### config.mk
export PLATFORM = sky130hd
export DESIGN_NAME = mem_stage_flat
export DESIGN_NICKNAME = d
export VERILOG_FILES = /design/src/rtl/mem_stage_pkg.sv /design/src/rtl/mem_stage_if.sv /design/src/rtl/mem_stage_ext.sv /design/src/rtl/mem_stage.sv /design/src/flat_wrapper.sv
export SDC_FILE = /design/constraint.sdc
export NUM_CORES = 1
export LEC_CHECK = 0
export CORE_ASPECT_RATIO = 0.75
export CORE_MARGIN = 2
export CORE_UTILIZATION = 42
export CTS_CLUSTER_SIZE = 8
export DETAILED_ROUTE_END_ITERATION = 8
export GPL_ROUTABILITY_DRIVEN = 1
export PLACE_DENSITY = 0.91
export SLEW_MARGIN = 20
export SYNTH_ARGS = -nofsm -noshare
export SYNTH_HDL_FRONTEND = slang
export SYNTH_HIERARCHICAL = 1
export SYNTH_SLANG_ARGS = --single-unit
### constraint.sdc
create_clock -name clk -period 2 [get_ports clk]
set_clock_uncertainty 0.1 [all_clocks]
set_input_delay 0.3 -clock clk [delete_from_list [all_inputs] [get_ports clk]]
set_output_delay 0.3 -clock clk [all_outputs]
set_load 0.05 [all_outputs]
### src/rtl/mem_stage_pkg.sv
// mem_stage_pkg: definitions shared by the load/store stage, its load
// extender, the mm_* interface and the testbench.
//   - funct3 width/sign codes (RV32I loads/stores)
//   - FSM state encoding (exposed on mem_stage.dbg_state)
//   - mm_cu "bytes minus one" encodings and the funct3 -> mm_cu helper
package mem_stage_pkg;

  localparam logic [2:0] F3_B  = 3'b000;
  localparam logic [2:0] F3_H  = 3'b001;
  localparam logic [2:0] F3_W  = 3'b010;
  localparam logic [2:0] F3_BU = 3'b100;
  localparam logic [2:0] F3_HU = 3'b101;

  localparam logic [1:0] CU_BYTE = 2'd0;
  localparam logic [1:0] CU_HALF = 2'd1;
  localparam logic [1:0] CU_WORD = 2'd3;

  typedef enum logic [1:0] {
    ST_IDLE    = 2'd0,
    ST_REQ     = 2'd1,
    ST_RELEASE = 2'd2
  } state_t;

  // Transfer size comes from funct3[1:0] only; 2'b11 has no RV32I meaning
  // and is sent as a full word.
  function automatic logic [1:0] f3_to_cu(input logic [2:0] f3);
    case (f3[1:0])
      2'b00:   return CU_BYTE;
      2'b01:   return CU_HALF;
      default: return CU_WORD;
    endcase
  endfunction

endpackage

### src/rtl/mem_stage_if.sv
// mem_stage_if: data port between the load/store stage and the memory
// controller.
//   master (stage)      : drives mm_e, mm_a, mm_n_i, mm_wr, mm_cu; reads mm_ok, mm_n_o
//   slave  (controller) : the mirror image
// Handshake: level-held request. The master raises mm_e with mm_a/mm_n_i/
// mm_wr/mm_cu stable and keeps all of them unchanged until it samples
// mm_ok = 1; in that cycle the transfer is complete (mm_n_o carries load
// data). The master then drops mm_e and must see mm_ok return to 0 before
// raising mm_e again, so each request is delimited by a falling edge.
interface mem_stage_if
  import mem_stage_pkg::*;
#(
  parameter int XLEN = 32
);
  logic            mm_e;
  logic [XLEN-1:0] mm_a;
  logic [XLEN-1:0] mm_n_i;
  logic            mm_wr;
  logic [1:0]      mm_cu;
  logic            mm_ok;
  logic [XLEN-1:0] mm_n_o;

  modport master (
    output mm_e, mm_a, mm_n_i, mm_wr, mm_cu,
    input  mm_ok, mm_n_o
  );

  modport slave (
    input  mm_e, mm_a, mm_n_i, mm_wr, mm_cu,
    output mm_ok, mm_n_o
  );
endinterface

### src/rtl/mem_stage_ext.sv
// mem_ext: combinational load-data extender.
//   i_f3  : RV32I load funct3 (LB/LH/LW/LBU/LHU)
//   i_raw : raw little-endian load word from the controller
//   o_data: sign- or zero-extended writeback value
// Codes without a sub-word meaning pass the raw word through unchanged.
module mem_ext
  import mem_stage_pkg::*;
#(
  parameter int XLEN = 32
) (
  input  logic [2:0]      i_f3,
  input  logic [XLEN-1:0] i_raw,
  output logic [XLEN-1:0] o_data
);

  always_comb begin
    o_data = i_raw;
    case (i_f3)
      F3_B:    o_data = {{(XLEN-8){i_raw[7]}},   i_raw[7:0]};
      F3_BU:   o_data = {{(XLEN-8){1'b0}},       i_raw[7:0]};
      F3_H:    o_data = {{(XLEN-16){i_raw[15]}}, i_raw[15:0]};
      F3_HU:   o_data = {{(XLEN-16){1'b0}},      i_raw[15:0]};
      default: o_data = i_raw;
    endcase
  end

endmodule

### src/rtl/mem_stage.sv
// mem_stage: load/store pipeline stage in front of the memory controller.
// Non-memory results go straight to writeback; loads/stores run the
// level-held mm_* request handshake while stalling upstream.
// Ports:
//   clk, rst          clock, synchronous active-high reset
//   ex_*              instruction from the EX/MEM latch
//   stall_o           hold EX/MEM latch and everything upstream
//   mm                mem_stage_if.master towards the memory controller
//   wb_vld/rd/data    registered writeback
//   dbg_state         current FSM state
// Build option: define MEM_STAT_EN to add the free-running 32-bit counters
//   stat_ld, stat_st (completed loads/stores) and stat_stall (stall cycles).
module mem_stage
  import mem_stage_pkg::*;
#(
  parameter int XLEN = 32,
  parameter int REGW = 5
) (
  input  logic            clk,
  input  logic            rst,
  input  logic            ex_vld,
  input  logic            ex_ld,
  input  logic            ex_st,
  input  logic [2:0]      ex_f3,
  input  logic [XLEN-1:0] ex_addr,
  input  logic [XLEN-1:0] ex_wdata,
  input  logic [XLEN-1:0] ex_res,
  input  logic [REGW-1:0] ex_rd,
  output logic            stall_o,
  mem_stage_if.master     mm,
  output logic            wb_vld,
  output logic [REGW-1:0] wb_rd,
  output logic [XLEN-1:0] wb_data,
  output state_t          dbg_state
`ifdef MEM_STAT_EN
  ,
  output logic [31:0]     stat_ld,
  output logic [31:0]     stat_st,
  output logic [31:0]     stat_stall
`endif
);

  state_t          r_state;
  logic            r_mm_e;
  logic [XLEN-1:0] r_mm_a;
  logic [XLEN-1:0] r_mm_n_i;
  logic            r_mm_wr;
  logic [1:0]      r_mm_cu;
  logic [2:0]      r_f3;
  logic            r_wb_vld;
  logic [REGW-1:0] r_wb_rd;
  logic [XLEN-1:0] r_wb_data;

  logic            w_mem_op;
  logic            w_done;
  logic [XLEN-1:0] w_ext;

  assign w_mem_op = ex_vld & (ex_ld | ex_st);
  assign w_done   = (r_state == ST_REQ) & mm.mm_ok;

  // Upstream is released in the completion cycle itself; anything arriving
  // while we wait for mm_ok to fall is held.
  assign stall_o = (r_state == ST_RELEASE) | (w_mem_op & ~w_done);

  mem_ext #(.XLEN(XLEN)) u_ext (
    .i_f3  (r_f3),
    .i_raw (mm.mm_n_o),
    .o_data(w_ext)
  );

  always_ff @(posedge clk) begin
    if (rst) begin
      r_state   <= ST_IDLE;
      r_mm_e    <= 1'b0;
      r_mm_a    <= '0;
      r_mm_n_i  <= '0;
      r_mm_wr   <= 1'b0;
      r_mm_cu   <= CU_BYTE;
      r_f3      <= F3_B;
      r_wb_vld  <= 1'b0;
      r_wb_rd   <= '0;
      r_wb_data <= '0;
    end else begin
      case (r_state)
        ST_IDLE: begin
          if (w_mem_op) begin
            r_mm_a   <= ex_addr;
            r_mm_n_i <= ex_wdata;
            r_mm_wr  <= ex_st;
            r_mm_cu  <= f3_to_cu(ex_f3);
            r_f3     <= ex_f3;
            r_mm_e   <= 1'b1;
            r_wb_vld <= 1'b0;
            r_state  <= ST_REQ;
          end else if (ex_vld) begin
            r_wb_vld  <= 1'b1;
            r_wb_rd   <= ex_rd;
            r_wb_data <= ex_res;
          end else begin
            r_wb_vld <= 1'b0;
          end
        end

        ST_REQ: begin
          r_wb_vld <= 1'b0;
          if (mm.mm_ok) begin
            r_mm_e  <= 1'b0;
            r_state <= ST_RELEASE;
            // ex_rd is still valid here: the latch was held until now.
            if (!r_mm_wr) begin
              r_wb_vld  <= 1'b1;
              r_wb_rd   <= ex_rd;
              r_wb_data <= w_ext;
            end
          end
        end

        ST_RELEASE: begin
          r_wb_vld <= 1'b0;
          if (!mm.mm_ok) r_state <= ST_IDLE;
        end

        default: begin
          r_state  <= ST_IDLE;
          r_mm_e   <= 1'b0;
          r_wb_vld <= 1'b0;
        end
      endcase
    end
  end

  assign mm.mm_e   = r_mm_e;
  assign mm.mm_a   = r_mm_a;
  assign mm.mm_n_i = r_mm_n_i;
  assign mm.mm_wr  = r_mm_wr;
  assign mm.mm_cu  = r_mm_cu;

  assign wb_vld    = r_wb_vld;
  assign wb_rd     = r_wb_rd;
  assign wb_data   = r_wb_data;
  assign dbg_state = r_state;

`ifdef MEM_STAT_EN
  logic [31:0] r_stat_ld;
  logic [31:0] r_stat_st;
  logic [31:0] r_stat_stall;

  always_ff @(posedge clk) begin
    if (rst) begin
      r_stat_ld    <= '0;
      r_stat_st    <= '0;
      r_stat_stall <= '0;
    end else begin
      if (w_done & ~r_mm_wr) r_stat_ld <= r_stat_ld + 32'd1;
      if (w_done &  r_mm_wr) r_stat_st <= r_stat_st + 32'd1;
      if (stall_o)           r_stat_stall <= r_stat_stall + 32'd1;
    end
  end

  assign stat_ld    = r_stat_ld;
  assign stat_st    = r_stat_st;
  assign stat_stall = r_stat_stall;
`endif

endmodule
### src/flat_wrapper.sv
// flat-port wrapper written by rule: the top's interface ports become plain ports
module mem_stage_flat import mem_stage_pkg::*;
#(
  parameter int XLEN = 32,
  parameter int REGW = 5
)
  (clk, rst, ex_vld, ex_ld, ex_st, ex_f3, ex_addr, ex_wdata, ex_res, ex_rd, stall_o, wb_vld, wb_rd, wb_data, dbg_state, mm_mm_e, mm_mm_a, mm_mm_n_i, mm_mm_wr, mm_mm_cu, mm_mm_ok, mm_mm_n_o);
  mem_stage_if #(.XLEN(XLEN)) mm_i ();
  input  logic clk;
  input  logic rst;
  input  logic ex_vld;
  input  logic ex_ld;
  input  logic ex_st;
  input  logic [2:0] ex_f3;
  input  logic [XLEN-1:0] ex_addr;
  input  logic [XLEN-1:0] ex_wdata;
  input  logic [XLEN-1:0] ex_res;
  input  logic [REGW-1:0] ex_rd;
  output logic stall_o;
  output logic wb_vld;
  output logic [REGW-1:0] wb_rd;
  output logic [XLEN-1:0] wb_data;
  output state_t dbg_state;
  output wire logic [$bits(mm_i.mm_e)-1:0] mm_mm_e;
  output wire logic [$bits(mm_i.mm_a)-1:0] mm_mm_a;
  output wire logic [$bits(mm_i.mm_n_i)-1:0] mm_mm_n_i;
  output wire logic [$bits(mm_i.mm_wr)-1:0] mm_mm_wr;
  output wire logic [$bits(mm_i.mm_cu)-1:0] mm_mm_cu;
  input wire logic [$bits(mm_i.mm_ok)-1:0] mm_mm_ok;
  input wire logic [$bits(mm_i.mm_n_o)-1:0] mm_mm_n_o;
  assign mm_mm_e = mm_i.mm_e;
  assign mm_mm_a = mm_i.mm_a;
  assign mm_mm_n_i = mm_i.mm_n_i;
  assign mm_mm_wr = mm_i.mm_wr;
  assign mm_mm_cu = mm_i.mm_cu;
  assign mm_i.mm_ok = mm_mm_ok;
  assign mm_i.mm_n_o = mm_mm_n_o;
  mem_stage #(.XLEN(XLEN), .REGW(REGW)) u_core (.clk(clk), .rst(rst), .ex_vld(ex_vld), .ex_ld(ex_ld), .ex_st(ex_st), .ex_f3(ex_f3), .ex_addr(ex_addr), .ex_wdata(ex_wdata), .ex_res(ex_res), .ex_rd(ex_rd), .stall_o(stall_o), .mm(mm_i), .wb_vld(wb_vld), .wb_rd(wb_rd), .wb_data(wb_data), .dbg_state(dbg_state));
endmodule
==> Yosys cells after proc, flatten, opt, wreduce, memory -nomap -nowiden <==
Cells that the tools add are included.
W data, S select, Z words.
{ "op_classes": {"mux": 24, "reduce_logical": 8, "bitwise_logic": 7, "eq_ne": 12} }
{ "ops": {"columns": ["op", "n"], "rows": [
  ["$mux W32", 4],
  ["$pmux W32 S4", 1],
  ["$pmux W32 S2", 1],
  ["$mux W5", 4],
  ["$ne A2 B2 Y1 const B", 5],
  ["$pmux W5 S2", 1],
  ["$eq A3 B3 Y1 const B", 2],
  ["$mux W1", 6],
  ["$mux W2", 3],
  ["$pmux W2 S3", 1],
  ["$reduce_and A3 Y1", 2],
  ["$reduce_and A5 Y1", 1],
  ["$eq A2 B1 Y1 const B", 2],
  ["$logic_not A2 Y1", 2],
  ["$pmux W2 S2", 1],
  ["$and A1 B1 Y1", 3],
  ["$eq A3 B1 Y1 const B", 1],
  ["$logic_not A3 Y1", 1],
  ["$pmux W1 S3", 1],
  ["$eq A2 B2 Y1 const B", 1],
  ["$ne A2 B1 Y1 const B", 1],
  ["$not A1 Y1", 2],
  ["$or A1 B1 Y1", 2],
  ["$pmux W1 S2", 1],
  ["2 further kinds", 2]
]} }
{ "totals": {"elab_cells": 61, "out_inout_bits": 109, "register_bits": 111} }

==> Logic depth before layout (Yosys ltp) <==
{ "logic_depth": {"word_depth": 5, "mapped_depth": 7, "mapped_depth_nobuf": 4} }

==> Cells and area by module <==
Netlist, hierarchy kept.
{ "modules_own_cells": {"columns": ["module", "instances", "cells_per_inst", "area_each_um2", "seq_area_each_um2"], "rows": [
  ["mem_stage", 1, 515, 5170.0, 2222.1],
  ["mem_ext", 1, 67, 355.3, 0.0]
]} }

==> Worst setup path before layout <==
No wires, ideal clock.
{ "synth_path": {"path_kind": "register to output", "start": "reg u_core.r_state[1] (netlist: u_core/dbg_state[1])", "end": "out stall_o", "required_ps": 1600, "setup_slack_ps": -100, "n_path_buf": 1, "t_arrival_ps": 1700, "stages_incl_launch_ff": 3, "path_cell_list": "dfxtp_1 > buf_6 > a2bb2oi_1"} }
{ "synth_between": {"elab_chain_cells": 5, "elab_cells_between_ends": 6, "classes_between": "eq/ne: 2; bitwise: 4"} }
{ "synth_lines": {"columns": ["element", "line", "rtl"], "rows": [
  ["start, declared", "mem_stage.sv:43", "state_t r_state;"],
  ["start signal, assigned", "mem_stage.sv:73", "r_state <= ST_IDLE;"],
  ["start signal, assigned", "mem_stage.sv:94", "r_state <= ST_REQ;"],
  ["start signal, assigned", "mem_stage.sv:108", "r_state <= ST_RELEASE;"],
  ["$eq A2 B1 Y1", "mem_stage.sv:59", "assign w_done = (r_state == ST_REQ) & mm.mm_ok;"],
  ["$and A1 B1 Y1", "mem_stage.sv:59", null],
  ["$not A1 Y1", "mem_stage.sv:63", "assign stall_o = (r_state == ST_RELEASE) | (w_mem_op & ~w_done);"],
  ["$and A1 B1 Y1", "mem_stage.sv:63", null],
  ["$or A1 B1 Y1 *", "mem_stage.sv:63", null],
  ["end, declared", "flat_wrapper.sv:19", "output logic stall_o;"]
]} }
Mark *: on every way between the ends. The rest lies on a longest branch, timed or not.

==> Worst setup path after layout <==
{ "layout_path": {"start": "reg u_core.r_wb_data[23] (netlist: u_core/wb_data[23])", "end": "out wb_data[23]"} }
{ "layout_lines": {"columns": ["element", "line", "rtl"], "rows": [
  ["start, declared", "mem_stage.sv:52", "logic [XLEN-1:0] r_wb_data;"],
  ["start signal, assigned", "mem_stage.sv:98", "r_wb_data <= ex_res;"],
  ["start signal, assigned", "mem_stage.sv:113", "r_wb_data <= w_ext;"],
  ["end, declared", "flat_wrapper.sv:22", "output logic [XLEN-1:0] wb_data;"]
]} }
No word-level cell between the ends.

==> run metrics <==
Worst EP arrival=between 1.5 and 2 ns; register area=around 0.0022 sq mm; first-pass GRT wire length=25.4 mm; met3 Use GR=7.41%; post-synth cell types=37; Die ar.=0.0141 sq mm; Final Hold Fails=0; RePlAce Congestion=0.798; CTS root buffer=clkbuf_16; critical path type=reg2out; GRT Max-Usage Layer=met2; Cell Chain, Critical Path=clkdlybuf4s50_1; Design Power=6.40 mW; Crit-path slowest cell=clkdlybuf4s50_1; row cnt=36; Post-synth EDFFs=0; via count=approximately 5,300; drt total wl=16.7 mm; Clock Path Buffers=2; CP max stage delay=approximately 0.84 ns; grt ovf=0; sequential share of the synthesized area=40.2%; Via density=5.36; Crit. End Element=output pin; die span in x=136 um; Crit path max-delay family=buffers and inverters; Worst Tran Pin Value=0.549 ns; Hold Crit Class=in2reg; CP Buf/Inv Count=1; later-pin clock latency in the skew report=0.34 ns; Synth Flop Type=dfxtp_1; Final HPWL DP=around 12 mm; fillers=1,062; syn_nets=724; Post-synth ARST share=0%; area of the multi-input gates=0.00270 sq mm; number of global-route vias before repair=5,145; Initial DRT Pass Iterations=4; core box area=0.0129 sq mm; Iteration-0 DRC Markers=314; clock period minus worst slack=1.96 ns; WP data required=1.60 ns; Worst VDD drop=0.000523 V; # clock sinks=~110; leading area contributor after synthesis=dfxtp_1; top cell type's share of synthesized area=40.2%; port bufs=250; setup repair bufs after CTS=0; Inst Count DP=~970; H-tree depth=3; DRC=0; RSZ-0062 raised after global routing=false; fmax=511 MHz; post-synthesis cell area=between 0.005 and 0.006 sq mm; crit path max fanout=2; post-route ant nets=0; Worst setup SP type=register; Slew Limit Fails=0; most frequent cells after synthesis=dfxtp_1 (111), a21oi_1 (71), o21ai_1 (69); Total GRT Usage=between 20% and 30%; main area contributors after synthesis=dfxtp_1 (40%), a211oi_2 (14%), mux2i_1 (6.7%); Syn Area/Cell=9.49 sq um; antenna violations before repair=0; area grow syn2layout=53.3%; Wirelength per Cell=17.0 um; pwr dens=756 mW/mm^2; Final nets=948; met2 usage=39.4%; P_leak=3.13 nW; Tcrit/Tclk final=97.8%; CTS buffer count=9; max_cap viols=0; # diodes=0; Initial Util=42.7%; largest net degree at the start of global routing=71; clk slew on worst S/H paths=about 0.08 ns; headroom to the max-slew limit=63.3%; layout cell share with drive strength beyond 1=17.1%; # IOs=251; final setup vio count=0; flops & latches, synth=111; yosys warns=6; most frequent cell after synthesis=dfxtp_1; CTS tree=built; Post-Syn Instances=between 500 and 600; GRT met1 Usage=27.3%; status=finished clean; die height=103 um; final hold slack=0.174 ns; Post-Layout Cell Count=982
layout by cell type (no fill, tap or decap), types with 16 or more instances in the layout:
cell type,netlist,routed
buf_12,3,16
nand2_1,25,25
dfxtp_1,111,111
clkdlybuf4s50_1,0,240
nand3_1,67,67
a21oi_1,71,71
o21ai_1,69,69
a211oi_2,60,60
buf_4,19,33
mux2i_1,37,37
o21ai_0,26,26
final timing paths:
path	from	to	slack, ns	cells after the start
hold reg to reg	u_core/wb_rd[2]	u_core/wb_rd[2]	0.38	2
setup / recovery	u_core/wb_data[23]	wb_data[23]	0.04	1
hold / removal	rst	u_core/wb_data[28]	0.17	2
setup reg to reg	u_core/dbg_state[0]	u_core/wb_data[2]	0.23	5
area by class of cell:
type | count | area share (%)
repair buffers | 293 | 35.6
multi-input cells | 390 | 31.9
flip-flops and latches | 111 | 26.2
clock buffers | 10 | 2.82
well taps | 171 | 2.53
clock inverters | 6 | 0.886
inverters | 1 | 0.0443
flip-flops by register name, summed over array words and instances (netlist names):
signal            cells
u_core/r_f3           3
u_core/dbg_state      2
u_core/wb_data       32
u_core/mm.mm_wr       1
u_core/wb_rd          5
u_core/mm.mm_a       32
u_core/mm.mm_cu       2
u_core/mm.mm_e        1
u_core/mm.mm_n_i     32
u_core/wb_vld         1
repair_timing:
action                     CTS  global route
hold endpoints to repair     0             0
hold buffers                 0             0
pin swaps                    0             1
setup endpoints to repair    1             2
gates resized for setup      2             2
where the power goes:
group | internal [mW] | switching (mW) | leakage, nW
logic | 0.879 | 1.18 | 2.07
clock network | 1.03 | 0.855 | 0.152
registers | 2.37 | 0.0971 | 0.910
routing by layer:
layer / part of all wire (%) / wire [um]
met1: 41 / 6810
met2: 49 / 8200
met5: 0 / 0
met3: 8.8 / 1470
met4: 1.5 / 249
logic make-up (layout without fill, tap and decap cells):
kind of cell | Yosys count | in the layout | synth area share (%)
XOR/XNOR | 1 | 1 | 0.159
AND/OR/NAND/NOR | 116 | 116 | 11.3
AO/OA/AOI/OAI | 234 | 234 | 30.0
flip-flops | 111 | 111 | 40.2
buffers and inverters | 81 | 310 | 11.1
multiplexers | 39 | 39 | 7.16
through the flow:
stage / TNS, ns / area (sq um) / setup slack (ns) / util (%)
3_5_place_dp: -0.467 / 8150 / -0.0716 / 63.1
5_1_grt: 0 / 8470 / 0.00558 / 65.5
3_3_place_gp: -0.00976 / 8150 / -0.00976 / 63.1
4_1_cts: 0 / 8470 / 0.0326 / 65.5
2_1_floorplan: 0 / 5530 / 0.111 / -
6_report: 0 / 8470 / 0.0438 / 65.5
Note: power is estimated with default switching activity, not from simulation.
